**src/rtl/nvme_slot_pkg.sv**
```systemverilog
// Shared definitions for the NVMe slot-number SGPIO transmitter.
// Holds the frame FSM state type and the default link parameters.
package nvme_slot_pkg;

  localparam int unsigned NVME_SLOT_W     = 100;
  localparam int unsigned DEF_CLK_DIV     = 4;
  localparam int unsigned DEF_REFRESH_CYC = 2500000;

  typedef enum logic [1:0] {
    StIdle,
    StLoad,
    StShift,
    StGap
  } tx_state_e;

endpackage

```
**src/rtl/sgpio_tick_gen.sv**
```systemverilog
// Divider producing a one-clk tick every CLK_DIV cycles while run is high.
// The count restarts from zero whenever run drops.
module sgpio_tick_gen
  import nvme_slot_pkg::*;
#(
  parameter int unsigned CLK_DIV = DEF_CLK_DIV
) (
  input  logic clk,
  input  logic rst,
  input  logic run,
  output logic tick
);

  localparam int unsigned CntW = (CLK_DIV > 1) ? $clog2(CLK_DIV) : 1;
  localparam logic [CntW-1:0] CntMax = CntW'(CLK_DIV - 1);

  logic [CntW-1:0] cnt_q, cnt_d;

  always_comb begin
    cnt_d = cnt_q;
    if (!run || (cnt_q == CntMax)) begin
      cnt_d = '0;
    end else begin
      cnt_d = cnt_q + 1'b1;
    end
  end

  always_ff @(posedge clk or negedge rst) begin
    if (!rst) begin
      cnt_q <= '0;
    end else begin
      cnt_q <= cnt_d;
    end
  end

  assign tick = run && (cnt_q == CntMax);

endmodule

```
**src/rtl/nvme_slot_sgpio_tx.sv**
```systemverilog
// Serialises the active-low slot-number vector onto sclk/sload/sdata,
// sending on vector change, on first enable after reset and on a refresh timer.
module nvme_slot_sgpio_tx
  import nvme_slot_pkg::*;
#(
  parameter int unsigned WIDTH       = NVME_SLOT_W,
  parameter int unsigned CLK_DIV     = DEF_CLK_DIV,
  parameter int unsigned REFRESH_CYC = DEF_REFRESH_CYC
) (
  input  logic             clk,
  input  logic             rst,
  input  logic             en,
  input  logic [WIDTH-1:0] slot_vec,
  output logic             sclk,
  output logic             sload,
  output logic             sdata,
  output logic             busy,
  output logic             frame_done,
  output logic [15:0]      frame_cnt
);

  localparam logic [6:0]  LastIdx    = 7'(WIDTH - 1);
  localparam logic [6:0]  GapLastTk  = 7'd3;
  localparam logic [31:0] RefreshMax = 32'(REFRESH_CYC - 1);

  tx_state_e        state_q, state_d;
  logic             phase_q, phase_d;  // 0: sclk-low tick, 1: sclk-high tick
  logic [6:0]       idx_q, idx_d;      // bit index in SHIFT, tick count in GAP
  logic [WIDTH-1:0] snap_q, snap_d;
  logic [WIDTH-1:0] last_q, last_d;
  logic             first_pend_q, first_pend_d;
  logic [31:0]      refresh_q, refresh_d;
  logic             sclk_q, sclk_d;
  logic             sload_q, sload_d;
  logic             sdata_q, sdata_d;
  logic             busy_q, busy_d;
  logic             done_q, done_d;
  logic [15:0]      frame_cnt_q, frame_cnt_d;
  logic             tick;
  logic             trigger;

  sgpio_tick_gen #(
    .CLK_DIV (CLK_DIV)
  ) u_tick (
    .clk  (clk),
    .rst  (rst),
    .run  (busy_q),
    .tick (tick)
  );

  assign trigger = en && (first_pend_q || (slot_vec != last_q) || (refresh_q == RefreshMax));

  always_ff @(posedge clk or negedge rst) begin
    if (!rst) begin
      state_q <= StIdle;
    end else begin
      state_q <= state_d;
    end
  end

  always_comb begin
    state_d = state_q;
    unique case (state_q)
      StIdle:  if (trigger) state_d = StLoad;
      StLoad:  if (tick && phase_q) state_d = StShift;
      StShift: if (tick && phase_q && (idx_q == LastIdx)) state_d = StGap;
      StGap:   if (tick && (idx_q == GapLastTk)) state_d = StIdle;
      default: state_d = StIdle;
    endcase
  end

  always_comb begin
    phase_d      = phase_q;
    idx_d        = idx_q;
    snap_d       = snap_q;
    last_d       = last_q;
    first_pend_d = first_pend_q;
    refresh_d    = refresh_q;
    sclk_d       = sclk_q;
    sload_d      = sload_q;
    sdata_d      = sdata_q;
    busy_d       = busy_q;
    done_d       = 1'b0;
    frame_cnt_d  = frame_cnt_q;
    unique case (state_q)
      StIdle: begin
        if (en) refresh_d = refresh_q + 32'd1;
        if (trigger) begin
          snap_d       = slot_vec;
          last_d       = slot_vec;
          first_pend_d = 1'b0;
          refresh_d    = '0;
          busy_d       = 1'b1;
          sload_d      = 1'b1;
          sdata_d      = 1'b0;
          sclk_d       = 1'b0;
          phase_d      = 1'b0;
          idx_d        = '0;
        end
      end
      StLoad: begin
        if (tick) begin
          phase_d = ~phase_q;
          sclk_d  = ~phase_q;
          if (phase_q) begin
            sload_d = 1'b0;
            sdata_d = snap_q[0];
            snap_d  = snap_q >> 1;
            idx_d   = '0;
          end
        end
      end
      StShift: begin
        if (tick) begin
          phase_d = ~phase_q;
          sclk_d  = ~phase_q;
          // New data is launched together with the falling sclk edge.
          if (phase_q) begin
            if (idx_q == LastIdx) begin
              sdata_d = 1'b0;
              idx_d   = '0;
            end else begin
              sdata_d = snap_q[0];
              snap_d  = snap_q >> 1;
              idx_d   = idx_q + 7'd1;
            end
          end
        end
      end
      StGap: begin
        if (tick) begin
          idx_d = idx_q + 7'd1;
          if (idx_q == GapLastTk) begin
            idx_d       = '0;
            busy_d      = 1'b0;
            done_d      = 1'b1;
            frame_cnt_d = frame_cnt_q + 16'd1;
          end
        end
      end
      default: ;
    endcase
  end

  always_ff @(posedge clk or negedge rst) begin
    if (!rst) begin
      phase_q      <= 1'b0;
      idx_q        <= '0;
      snap_q       <= '0;
      last_q       <= '1;
      first_pend_q <= 1'b1;
      refresh_q    <= '0;
      sclk_q       <= 1'b0;
      sload_q      <= 1'b0;
      sdata_q      <= 1'b0;
      busy_q       <= 1'b0;
      done_q       <= 1'b0;
      frame_cnt_q  <= '0;
    end else begin
      phase_q      <= phase_d;
      idx_q        <= idx_d;
      snap_q       <= snap_d;
      last_q       <= last_d;
      first_pend_q <= first_pend_d;
      refresh_q    <= refresh_d;
      sclk_q       <= sclk_d;
      sload_q      <= sload_d;
      sdata_q      <= sdata_d;
      busy_q       <= busy_d;
      done_q       <= done_d;
      frame_cnt_q  <= frame_cnt_d;
    end
  end

  assign sclk       = sclk_q;
  assign sload      = sload_q;
  assign sdata      = sdata_q;
  assign busy       = busy_q;
  assign frame_done = done_q;
  assign frame_cnt  = frame_cnt_q;

endmodule

```
**config.mk**
```make
export PLATFORM = sky130hd
export DESIGN_NAME = nvme_slot_sgpio_tx
export DESIGN_NICKNAME = d
export VERILOG_FILES = /design/src/rtl/nvme_slot_pkg.sv /design/src/rtl/sgpio_tick_gen.sv /design/src/rtl/nvme_slot_sgpio_tx.sv
export SDC_FILE = /design/constraint.sdc
export NUM_CORES = 1
export LEC_CHECK = 0
export CORE_ASPECT_RATIO = 0.5
export CORE_UTILIZATION = 58
export CTS_CLUSTER_DIAMETER = 150
export DETAILED_ROUTE_END_ITERATION = 7
export PLACE_DENSITY = 0.8
export SLEW_MARGIN = 25
export SYNTH_ARGS = -nofsm -noshare
export SYNTH_HDL_FRONTEND = slang
export SYNTH_HIERARCHICAL = 1
export SYNTH_SLANG_ARGS = --single-unit
```
**constraint.sdc**
```tcl
create_clock -name clk -period 4 [get_ports clk]
set_input_delay 0.8 -clock clk [delete_from_list [all_inputs] [get_ports clk]]
set_output_delay 0.8 -clock clk [all_outputs]
set_load 0.03 [all_outputs]
```
==> Yosys cells after proc, flatten, opt, wreduce, memory -nomap -nowiden <==
Cells that the tools add are included.
{ "totals": {"ff_bits": 265, "wordCells": 107} }
{ "classes": {"mux": 43, "eq_ne": 20, "bitwise_logic": 1, "n_reduce_logical": 26, "n_addsub": 4} }
{ "op_table": {"columns": ["cell", "count"], "rows": [
  ["100-bit two-way mux", 6],
  ["100-bit case mux with 3 select lines", 1],
  ["100-bit != test", 1],
  ["32-bit two-way mux", 2],
  ["7-bit two-way mux", 8],
  ["32-bit by 1-bit adder with 32-bit output, second input constant", 1],
  ["32-bit by 22-bit == test with 1-bit output, second input constant", 1],
  ["7-bit case mux with 4 select lines", 1],
  ["2-bit != test, second input constant", 11],
  ["16-bit by 1-bit adder with 16-bit output, second input constant", 1],
  ["1-bit two-way mux", 15],
  ["4-bit AND reduction", 3],
  ["6-bit AND reduction", 2],
  ["2-bit two-way mux", 5],
  ["2-bit case mux with 4 select lines", 1],
  ["2-bit nonzero test", 4],
  ["7-bit by 1-bit adder with 7-bit output, second input constant", 1],
  ["7-bit by 2-bit == test with 1-bit output, second input constant", 1],
  ["7-bit == test, second input constant", 1],
  ["7-bit AND reduction", 1],
  ["2-bit == test, second input constant", 3],
  ["1-bit case mux with 2 select lines", 3],
  ["3-bit AND reduction", 2],
  ["1-bit logical AND", 5],
  ["other kinds (11)", 14]
]} }

==> Longest topological paths before layout <==
Gate-level depths: netlist (run 1).
{ "logic_depth": {"depth_word": 6, "mapped_depth": 12, "ltp_nobuf": 9} }

==> Hierarchy <==
The synthesis (run 1) kept the hierarchy.
{ "modules_own_cells": {"columns": ["mod", "cells_each", "seq_area_each_um2", "n_inst", "area_each_um2"], "rows": [
  ["nvme_slot_sgpio_tx", 1090, 6707.7, 1, 13571.8],
  ["sgpio_tick_gen", 6, 50.0, 1, 91.3]
]} }

==> Least setup slack after synthesis (run 1) <==
No wires, ideal clock.
{ "synth_path": {"path_type": "input-to-reg", "from": "input slot_vec[74]", "to": "register last_q[10]", "stages": 9, "path_buffers": 2, "setup_time_ns": 0.082, "t_arrival_ns": 3.261, "setup_slack_ns": 0.657, "path_cell_list": "inv_1 > o22ai_1 > or4_1 > or4_4 > nor4_4 > or2_2 > buf_2 > buf_4 > mux2_2"} }
{ "synth_between": {"elab_chain_cells": 5} }
{ "synth_rtl": {"columns": ["item", "line_no", "rtl"], "rows": [
  ["start, declared", "nvme_slot_sgpio_tx.sv:13", "input logic [WIDTH-1:0] slot_vec,"],
  ["100-bit != test", "nvme_slot_sgpio_tx.sv:51", "assign trigger = en && (first_pend_q || (slot_vec != last_q) || (refresh_q == RefreshMax));"],
  ["1-bit logical OR (2 in series)", "nvme_slot_sgpio_tx.sv:51", null],
  ["1-bit logical AND", "nvme_slot_sgpio_tx.sv:51", null],
  ["2-bit AND reduction (no source line)", null, null],
  ["end signal, assigned", "nvme_slot_sgpio_tx.sv:163", "last_q <= last_d;"],
  ["end, declared", "nvme_slot_sgpio_tx.sv:30", "logic [WIDTH-1:0] last_q, last_d;"]
]} }
No other way between the ends.
A chain may end at the register's enable or synchronous reset.

==> Worst setup path in the final report (run 1) <==
{ "layout_path": {"from": "input slot_vec[93]", "to": "register snap_q[65]"} }
{ "layout_between": {"elab_chain_cells": 6} }
{ "layout_rtl": {"columns": ["item", "line_no", "rtl"], "rows": [
  ["100-bit != test", "nvme_slot_sgpio_tx.sv:51", null],
  ["1-bit logical OR (2 in series)", "nvme_slot_sgpio_tx.sv:51", null],
  ["1-bit logical AND", "nvme_slot_sgpio_tx.sv:51", null],
  ["2-bit != test (no source line)", null, null],
  ["7-bit AND reduction (no source line)", null, null],
  ["end signal, assigned", "nvme_slot_sgpio_tx.sv:162", "snap_q <= snap_d;"],
  ["end, declared", "nvme_slot_sgpio_tx.sv:29", "logic [WIDTH-1:0] snap_q, snap_d;"]
]} }
No other way between the ends.

==> run summary, run 1 <==
Worst Path Max Fanout: 28
clock-pin slew on the worst setup and hold paths: 70 ps
worst hold slack: 124 ps
Worst-Skew Late Latency: 540 ps
fin cells: 1568
row cnt: 39
pin count of the biggest net entering global routing: 125
post-synth top area cell: dfrtp_1
H-tree Lvls: 1
fin. max-slew vios: 0
Sequential Power Share: 35.2%
#FFs+latches synth: 265
commonest non-fill, non-tap cell in the layout: mux2_2
share of cells above drive strength 1: 36.6%
first-pass GRT wire length: 53.9 mm
Slowest cell on crit path: or4_4
# IOs: 124
Post-CTS Hold Fix Bufs: 0
post-CTS setup buffer count: 0
routed wire length: 33.2 mm
Final Cycle Share: 91.0%
mean post-synth cell area: 12.5 µm²
commonest non-fill, non-tap cells in the layout: mux2_2, dfrtp_1, clkdlybuf4s50_1
Post-Syn Area: 13700 µm²
worst hold path class: primary input to asynchronous set/reset pin
Max transition margin: 45.7%
Yosys warnings: 6
status: finished, final reports clean
Layout Skew: 13.1 ps
worst-margin pin slew: 814 ps
die area: 24200 µm²
CTS Buf Count: 24
TritonRoute pass-1 iters: 5
switch share: 32.4%
P_int: 9.49 mW
fin crit period: 3640 ps
Leak: 6.95 nW
post-CTS resize count: 0
Worst VDD drop: 595 µV
element type at the critical path start: primary input
CTS tree: done
post-synth cell types: 57
EDFF count, synth: 0
crit-path cells: clkdlybuf4s50_1, inv_1, o22ai_1, or4_1, or4_4, o41ai_4, a211oi_4, buf_12, mux2_4
port bufs: 123
chip height: 111 µm
final hold violation count: 0
Syn Nets: 1207
dominant cells by area after synthesis: dfrtp_1, dfstp_2, mux2_2
endpoints failing setup: 0
Starting Density: 59.4%
initial antenna violation count: 1
Crit path required time: 4420 ps
post-synthesis sequential area ratio: 49.5%
RSZ-0062 raised after global routing: false
maximum clock rate: 0.275 GHz
drt drc: 0
final HPWL from detailed placement: 23.5 mm
drt initial violations: 809
die width: 219 µm
Antenna Cells: 0
most used flip-flop cell after synthesis: dfrtp_1
async set-or-reset flop fraction in the synthesized netlist: 100%
core area: 23000 µm²
GRT Total Usage: 28.6%
routed length per instance: 21.2 µm
max incr delay on CP: 600 ps
kind of critical path: primary input to flip-flop
antenna-violating nets left: 0
data arrival time of the worst path: 4060 ps
placed cells: 1523
GPL Wtd Cong: 0.937
clock group share of total power: 17.5%
GRT overflow: 0
layout filler cell count: 1556
PD cells: 860 nW/µm²
TritonCTS sink count: 265
CP endpoint kind: flip-flop
clock buffer depth: 3
vias in the first global route: 9816
sw power: 4.55 mW
Vias: 9168
fin util: 71.1%
combinational power share: 47.3%
Synth Instances: 1096
Max-Cap Viols: 0
vias per inst: 5.85
Root Driver: clkbuf_16
Final #Nets: 1354
Yosys top cell area share: 30.0%
Layout area overhead: 19.5%
-- worst paths after layout --
| check | start | slack [ps] | cells past startpoint | to |
|---|---|---|---|---|
| hold reg to reg | u_tick/cnt_q[0] | 460 | 1 | u_tick/cnt_q[0] |
| max in group asynchronous | rst | 2740 | 3 | last_q[49] |
| hold / removal | rst | 120 | 1 | frame_cnt[12] |
| min in group clk | u_tick/cnt_q[0] | 460 | 1 | u_tick/cnt_q[0] |
| setup / recovery | slot_vec[93] | 360 | 9 | snap_q[65] |
| setup reg to reg | refresh_q[9] | 610 | 8 | snap_q[48] |
-- cells in the mapped netlist, drive strengths merged (3+ instances only) --
master	instances
nand4	25
clkbuf	27
nor4	16
o21ai	56
o22ai	18
and4	3
nor2	50
buf	20
mux2i	3
a2111oi	7
dfrtp	164
dfstp	101
and3	9
a211oi	5
a22o	5
nor2b	19
nand2	50
a21o	5
or4	3
nor4b	3
ha	8
inv	49
xnor2	55
nand2b	10
a21oi	5
mux2	267
xor2	49
and2	7
nand3	21
o2111ai	3
nor3	6
-- registers in the layout, indices dropped and copies added (netlist names) --
signal        cells
refresh_q        32
sclk              1
first_pend_q      1
idx_q             7
frame_done        1
state_q           2
sdata             1
frame_cnt        16
u_tick/cnt_q      2
busy              1
sload             1
last_q          100
snap_q          100
-- area by class of cell --
class	count	area (µm²)	share of cell area, %
timing repair buffer	168	1710	10.4
clock buffer	39	759	4.65
inverter	49	184	1.13
sequential	265	6760	41.4
tap	307	384	2.35
multi-input combinational	735	6460	39.6
clock inverter	5	77.6	0.475
-- per-layer routing --
metal	share of wire [%]	wire (µm)	vias up	GRT usage, %
li1	-	-	4174	-
met1	44	14600	4634	39.7
met2	48	15900	282	46.2
met3	4.9	1620	78	4.24
met4	3.5	1150	0	9.49
met5	0	0	-	0
-- through the flow --
| step | TNS, ps | area, µm² | worst slack [ps] | total power [mW] |
|---|---|---|---|---|
| after floorplan | 0 | 13700 | 657 | 9.97 |
| after global placement | -3010 | 15500 | -39.8 | 11.1 |
| after detailed placement | -6850 | 15500 | -83.3 | 11.5 |
| after CTS | 0 | 16300 | 459 | 14.0 |
| after global routing | 0 | 16300 | 322 | 14.7 |
| final | 0 | 16300 | 361 | 14.0 |
-- critical path: cells and delay by family --
kind            cells  cell delay, ps
simple gates        2            1160
buf+inv             3             920
compound gates      3             820
mux                 1             320
-- cells by family after synthesis --
kind of cell	synth area share, %
and+or+nand+nor	9.03
DFF	49.5
AOI/OAI and AO/OA	5.70
muxes	25.0
adders and majority gates	0.733
xor gates and xnor gates	6.67
buffers and inverters	3.44
-- power by group through the flow --
stage	Clock [mW]	Combinational [mW]	Sequential, mW
2_1_floorplan	0	5.26	4.72
3_3_place_gp	0	6.29	4.86
3_5_place_dp	0	6.59	4.92
4_1_cts	2.48	6.64	4.91
5_1_grt	2.60	7.09	5.06
6_report	2.46	6.64	4.94
Note: power is estimated with default switching activity, not from simulation.
==> run 2, diff against run 1 <==
Settings changed: CORE_MARGIN from default to 3, CORE_UTILIZATION 58 to 40, PLACE_DENSITY 0.8 to default.
==> run summary, run 2 (same netlist as run 1, synthesis figures left out) <==
status: finished, final reports clean
routed wire length: 33.7 mm
drt initial violations: 517
RSZ-0062 raised after global routing: false
setup TNS: 0 ps
TritonRoute pass-1 iters: 7
clock group share of total power: 18.1%
Final Cycle Share: 88.1%
initial antenna violation count: 0
drt drc: 0
chip height: 137 µm
worst hold path class: primary input to asynchronous set/reset pin
die area: 36500 µm²
final HPWL from detailed placement: 24.2 mm
Vias: 8969
CTS tree: done
Worst Path Max Fanout: 47
P_int: 9.45 mW
core area: 33300 µm²
fin crit period: 3520 ps
H-tree Lvls: 1
Largest regs: last_q x100, snap_q x100, refresh_q x32
kind of critical path: primary input to flip-flop
clock buffer depth: 3
post-CTS resize count: 0
routed length per instance: 19.7 µm
commonest non-fill, non-tap cells in the layout: mux2_2, dfrtp_1, clkdlybuf4s50_1
GPL Wtd Cong: 0.855
worst-margin pin slew: 915 ps
Root Driver: clkbuf_16
Layout area overhead: 21.1%
sw power: 4.45 mW
GRT Total Usage: 18.7%
Sequential Power Share: 35.1%
element type at the critical path start: primary input
Final #Nets: 1361
CTS Buf Count: 26
Starting Density: 41.0%
Post-CTS Hold Fix Bufs: 0
Layout Skew: 11.5 ps
Max transition margin: 39.0%
clock-pin slew on the worst setup and hold paths: 60 ps
data arrival time of the worst path: 3940 ps
vias in the first global route: 9310
antenna-violating nets left: 0
maximum clock rate: 0.284 GHz
final hold violation count: 0
first-pass GRT wire length: 53.3 mm
PD cells: 840 nW/µm²
Antenna Cells: 0
die width: 267 µm
share of cells above drive strength 1: 37.1%
row cnt: 47
fin. max-slew vios: 0
Max-Cap Viols: 0
combinational power share: 46.8%
# IOs: 124
Leak: 6.98 nW
GRT overflow: 0
TritonCTS sink count: 265
Worst VDD drop: 555 µV
Worst-Skew Late Latency: 540 ps
post-CTS setup buffer count: 0
endpoints failing setup: 0
vias per inst: 5.25
commonest non-fill, non-tap cell in the layout: mux2_2
Final Power: 13.9 mW
pin count of the biggest net entering global routing: 111
port bufs: 123
Crit path required time: 4420 ps
switch share: 32.0%
CP endpoint kind: flip-flop
[run 2: cell types whose count changed in the layout (fill, tap and decap cells not counted), sizes merged]
cell      previous run  this run
clkbuf              39        40
clkinv               2         4
buf                 46        51
bufinv               2         1
clkinvlp             1         2
[run 2: power by group through the flow]
stage,Sequential [mW],Clock (mW),Combinational [mW]
CTS,4.88,2.58,6.57
detailed placement,4.90,0,6.53
global route,5.03,2.69,6.99
floorplan,4.72,0,5.26
finish,4.88,2.51,6.50
global placement,4.86,0,6.35
[run 2: worst max-delay path, cell delays in order]
cell and delay (ps):
clkdlybuf4s50_1 520, inv_1 130, a2111oi_0 650, nand4_1 170, or3_1 460, o41ai_4 400, a211oi_4 150, buf_12 230
mux2_4 350
[run 2: path summary, 6_finish.rpt]
path                                 startpoint         endpoint  slack (ps)  depth (start not counted)
worst max register to register       last_q[33]       snap_q[99]         810                          7
min in group clk                u_tick/cnt_q[0]  u_tick/cnt_q[0]         460                          1
max in group asynchronous                   rst       last_q[21]        2660                          2
worst max-delay path               slot_vec[45]       snap_q[99]         480                          9
worst min-delay path                        rst     frame_cnt[4]         310                          1
worst min register to register  u_tick/cnt_q[0]  u_tick/cnt_q[0]         460                          1
[run 2: per-stage QoR]
stage | utilization [%] | instances | hold slack, ps | area [µm²] | setup WS, ps
2_1_floorplan | - | 1096 | 429 | 13700 | 657
3_3_place_gp | 47.0 | 1663 | 440 | 15700 | -7.35
3_5_place_dp | 47.0 | 1663 | 451 | 15700 | -40.1
4_1_cts | 49.6 | 1710 | 346 | 16500 | 509
5_1_grt | 49.6 | 1710 | 367 | 16500 | 423
6_report | 49.6 | 1710 | 309 | 16500 | 477
[run 2: final cells by class]
class / instances / area, µm²
Sequential cell: 265 / 6760
Timing Repair Buffer: 173 / 1720
Multi-Input combinational cell: 735 / 6460
Tap cell: 441 / 552
Clock buffer: 40 / 805
Inverter: 49 / 184
Fill cell: 2931 / 16800
Clock inverter: 7 / 65.1
[run 2: layer usage]
| layer | vias to the layer above | wire [µm] | GRT usage, % |
|---|---|---|---|
| met5 | - | 0 | 0 |
| met4 | 0 | 775 | 4.38 |
| met3 | 46 | 1290 | 3.22 |
| met2 | 164 | 16000 | 31.0 |
| met1 | 4563 | 15600 | 25.6 |
| li1 | 4196 | - | - |
==> edit 1, RTL diff (settings of run 1) <==
The package constant `NVME_SLOT_W` goes from 100 to 92.
--- a/src/rtl/nvme_slot_pkg.sv
+++ b/src/rtl/nvme_slot_pkg.sv
@@ -2,7 +2,7 @@
 // Holds the frame FSM state type and the default link parameters.
 package nvme_slot_pkg;
 
-  localparam int unsigned NVME_SLOT_W     = 100;
+  localparam int unsigned NVME_SLOT_W     = 92;
   localparam int unsigned DEF_CLK_DIV     = 4;
   localparam int unsigned DEF_REFRESH_CYC = 2500000;
 
Ports: changed (resized slot_vec); port bits go from 124 to 116. No check against the original RTL was run, so the function may have changed too.
==> edit 1 against run 1 <==
Die area shrank 8.8%; non-clock buffer count is 23 lower; sequential cell count decreased by 16; sequential share of layout area increased by 1.6 points; wire length decreased by 15%; synthesized cell count shrank 7.1%; clock skew rose by 0.012 ns; first-iteration DRC count shrank 38%; cell count is 8.7% lower; final area fell by 9.5%; setup slack improved by 0.20 ns; area after synthesis is 9.0% lower.
Power is not compared: it rests on default switching activity, and its combinational part moved more than twofold at a synthesized area within 25%.
==> edit 1: results (changes against run 1) <==
| Metric | Value |
|---|---|
| Status | complete, no violations (unchanged) |
| Register area share after synthesis | 0.510 (was 0.495) |
| R2r setup slk | 0.86 ns (was 0.61 ns) |
| Vias in the first global route | 8658 (was 9816) |
| Cts bufs inserted | 22 (was 24) |
| Clk cell area share | 0.0483 (was 0.0513) |
| Final net count | 1246 (was 1354) |
| Detailed Route Iter0 Violations | 504 (was 809) |
| Clock skew | 0.0252 ns (was 0.0131 ns) |
| Crit path launch | slot_vec[41] (was slot_vec[93]) |
| Register share of the cell area | 0.430 (was 0.414) |
| Number of antenna violations at the first check in global routing | 0 (was 1) |
| Max FO, Critical Path | 34 (was 28) |
| Top delay family on crit path | buffers and inverters (was simple AND/OR/NAND/NOR gates) |
| Total number of vias | 8309 (was 9168) |
| Slowest cell on the critical path | clkdlybuf4s50_1 (was or4_4) |
| Reg2reg end | snap_q[91] (was snap_q[48]) |
| FFs & Latches | 249 (was 265) |
| Met2 wire length | 13600 microns (was 15900 microns) |
| Met3 wire length | 1120 microns (was 1620 microns) |
| Synth Area in Compound Gates | 0.0517 (was 0.0570) |
| Post-synthesis xor/xnor area fraction | 0.0782 (was 0.0667) |
| Syn_nets | 1121 (was 1207) |
| Slowest stage delay, CP | 0.56 ns (was 0.60 ns) |
| Avg WL per Cell | 19.7 microns (was 21.2 microns) |
| R2R cell count | 10 (was 8) |
| Total Routing Usage GR | 0.266 (was 0.286) |
| IO Port Bufs | 115 (was 123) |
| Multi-input gate count | 686 (was 735) |
| M1 GR Usage | 0.377 (was 0.397) |
| Worst-Margin Slew | 1.07 ns (was 0.814 ns) |
| Cell Area, Placed | 14100 sq um (was 15500 sq um) |
| Top flop regs | last_q (92), snap_q (92), refresh_q (32) (was last_q (100), snap_q (100), refresh_q (32)) |
| Worst slack, placed | 0.142 ns (was -0.0833 ns) |
| Reg2reg start | refresh_q[20] (was refresh_q[9]) |
| Synth area leaders | dfrtp_1 31%, dfstp_2 20%, mux2_1 16% (was dfrtp_1 30%, dfstp_2 19%, mux2_2 14%) |
| Post-Route M1 WL | 13000 microns (was 14600 microns) |
| Layout cells sized above 1 | 0.213 (was 0.366) |
| Synth Cell Area | 12400 sq um (was 13700 sq um) |
| Post-Synth Adder-Cell Area | 0.00805 (was 0.00733) |
| Inverters | 39 (was 49) |
| Largest net degree at the start of global routing | 79 (was 125) |
| Fillers | 1446 (was 1556) |
| HPWL Detailed | 20400 microns (was 23500 microns) |
| Placer Congestion | 0.826 (was 0.937) |
| Clock buf count | 33 (was 39) |
| Count leader, synth | mux2_1 (was mux2_2) |
| Met3 Use GR | 0.0369 (was 0.0424) |
| GRT met2 Usage | 0.441 (was 0.462) |
| CP Data Arrival Time | 3.81 ns (was 4.06 ns) |
| Post-synth cell types | 59 (was 57) |
edit 1: cell types whose count changed in the layout (fill, tap and decap cells not counted), sizes merged, moves of 10 or more:
cell          run 1  this run
nor2b            19         8
xnor2            55        85
buf              46        31
inv              49        39
xor2             49        26
mux2            267       252
edit 1: through the flow:
stage	hold slack [ns]	instances
2_1_floorplan	0.429	1018
3_3_place_gp	0.439	1392
3_5_place_dp	0.453	1392
4_1_cts	0.266	1432
5_1_grt	0.284	1432
6_report	0.250	1432
edit 1: power by group through the flow:
stage | Clock, mW | Combinational [mW] | Sequential [mW]
5_1_grt | 2.25 | 0.365 | 2.58
2_1_floorplan | 0 | 0.106 | 2.62
3_3_place_gp | 0 | 0.329 | 2.62
4_1_cts | 2.16 | 0.339 | 2.58
6_report | 2.13 | 0.335 | 2.58
3_5_place_dp | 0 | 0.337 | 2.62
==> edit 2, RTL diff (flow settings as in run 1) <==
Made on the original files. The output `frame_done` loses its register stage (`done_q` becomes a continuous assignment).
--- a/src/rtl/nvme_slot_sgpio_tx.sv
+++ b/src/rtl/nvme_slot_sgpio_tx.sv
@@ -154,7 +154,6 @@
       sload_q      <= 1'b0;
       sdata_q      <= 1'b0;
       busy_q       <= 1'b0;
-      done_q       <= 1'b0;
       frame_cnt_q  <= '0;
     end else begin
       phase_q      <= phase_d;
@@ -167,10 +166,11 @@
       sload_q      <= sload_d;
       sdata_q      <= sdata_d;
       busy_q       <= busy_d;
-      done_q       <= done_d;
       frame_cnt_q  <= frame_cnt_d;
     end
   end
+
+  assign done_q = done_d;
 
   assign sclk       = sclk_q;
   assign sload      = sload_q;
Function: not settled (the Yosys comparison gave no result); the edit may change what the design does.
==> edit 2 against run 1 <==
Highest routed layer unchanged; first-iteration DRC count shrank 11%; largest power group unchanged; setup slack better by 0.0044 ns; area after synthesis is 0.18% lower; core utilization about the same; final area decreased by 0.18%; total power down 0.13%; wire length decreased by 3.8%; sequential cell count fell by 1; critical path depth unchanged; cell count is 0.38% lower.
==> edit 2: results (changes against run 1) <==
| Metric | Value |
|---|---|
| HP Class | in2async (unchanged) |
| Worst VDD drop | 542 uV (was 595 uV) |
| Top flop regs | last_q (100), snap_q (100), refresh_q (32) (unchanged) |
| Finished Layout Cells | 1562 (was 1568) |
| HPWL Detailed | 22400 microns (was 23500 microns) |
| R2r setup slk | 0.77 ns (was 0.61 ns) |
| Cells after Synth | 1095 (was 1096) |
| Total number of vias | 9072 (was 9168) |
| CP Data Arrival Time | 4.05 ns (was 4.06 ns) |
| Register area share after synthesis | 0.494 (was 0.495) |
| ANT cells | 0 (unchanged) |
| Synth area leaders | dfrtp_1 30%, dfstp_2 19%, mux2_2 14% (unchanged) |
| Placed cell count | 1518 (was 1523) |
| Post-synth cell types | 57 (unchanged) |
| H-tree Lvls | 1 (unchanged) |
| Avg WL per Cell | 20.5 microns (was 21.2 microns) |
| Vias in the first global route | 9485 (was 9816) |
| Clock skew | 0.0142 ns (was 0.0131 ns) |
| Top delay family on crit path | simple AND/OR/NAND/NOR gates (unchanged) |
| Syn_nets | 1206 (was 1207) |
| Slowest cell on the critical path | o41ai_4 (was or4_4) |
| Final net count | 1348 (was 1354) |
| Cell Area, Placed | 15400 sq um (was 15500 sq um) |
| First-pass GRT wire length | 51800 microns (was 53900 microns) |
| Synth top cells by count | 167 x mux2_2, 163 x dfrtp_1, 101 x dfstp_2, 100 x mux2_4 (was 167 x mux2_2, 164 x dfrtp_1, 101 x dfstp_2, 100 x mux2_4) |
| Placer Congestion | 0.906 (was 0.937) |
| Fillers | 1550 (was 1556) |
| Tmin final | 3.63 ns (was 3.64 ns) |
| CTS clk-pin slew, worst paths | 0.07 ns (about the same) |
| Detailed Route Iter0 Violations | 717 (was 809) |
| Status | complete, no violations (unchanged) |
| Slowest stage delay, CP | 0.54 ns (was 0.60 ns) |
| Max FO, Critical Path | 36 (was 28) |
| Final hold slack | 0.225 ns (was 0.124 ns) |
| P_leak | 6.92 nW (was 6.95 nW) |
| Worst slack, placed | -0.104 ns (was -0.0833 ns) |
| Int Power | 9.54 mW (was 9.49 mW) |
| Slew headroom | 0.452 (was 0.457) |
| Asr flop ratio synth | 1.00 (unchanged) |
| IO Port Bufs | 123 (unchanged) |
| Largest net degree at the start of global routing | 92 (was 125) |
| Layout cells sized above 1 | 0.367 (was 0.366) |
| Total Routing Usage GR | 0.275 (was 0.286) |
| Post-CTS setup buffers | 0 (unchanged) |
edit 2: changes by cell type after synthesis, sizes merged:
cell and change:
dfrtp -1
edit 2: power groups by stage:
stage | clock network, mW | logic [mW] | registers, mW
6_report | 2.57 | 6.55 | 4.90
5_1_grt | 2.71 | 6.99 | 5.03
4_1_cts | 2.61 | 6.55 | 4.88
3_5_place_dp | 0 | 6.49 | 4.90
3_3_place_gp | 0 | 6.25 | 4.83
2_1_floorplan | 0 | 5.26 | 4.70
edit 2: layer usage:
layer	vias up	wire length [microns]	track usage
met5	-	0	0
met2	216	15300	0.440
li1	4158	-	-
met4	0	830	0.0750
met3	54	1530	0.0526
met1	4644	14400	0.383
edit 2: worst paths after layout:
path	startpoint	depth (start not counted)	endpoint
worst max-delay path	slot_vec[10]	9	snap_q[10]
max in group asynchronous	rst	2	last_q[59]
worst max register to register	refresh_q[0]	9	snap_q[10]
worst min-delay path	rst	1	frame_cnt[4]
worst min register to register	u_tick/cnt_q[0]	1	u_tick/cnt_q[0]
min in group clk	u_tick/cnt_q[0]	1	u_tick/cnt_q[0]
edit 2: through the flow:
step,utilization,TNS [ns]
finish,0.711,0
global route,0.711,0
CTS,0.711,0
detailed placement,0.673,-6.66
global placement,0.673,-2.19
floorplan,-,0
edit 2: logic make-up after synthesis:
| logic type | Yosys count | share of synthesized area |
|---|---|---|
| xor gates and xnor gates | 104 | 0.0668 |
| DFF | 264 | 0.494 |
| muxes | 270 | 0.250 |
| and+or+nand+nor | 233 | 0.0905 |
| buffers and inverters | 96 | 0.0345 |
| AOI/OAI and AO/OA | 120 | 0.0571 |
| adders and majority gates | 8 | 0.00734 |
edit 2: area by class of cell:
type / instances / share of cell area
timing repair buffer: 163 / 0.102
tap: 307 / 0.0236
clock inverter: 13 / 0.0123
clock buffer: 31 / 0.0416
inverter: 49 / 0.0113
multi-input combinational: 735 / 0.396
sequential: 264 / 0.413
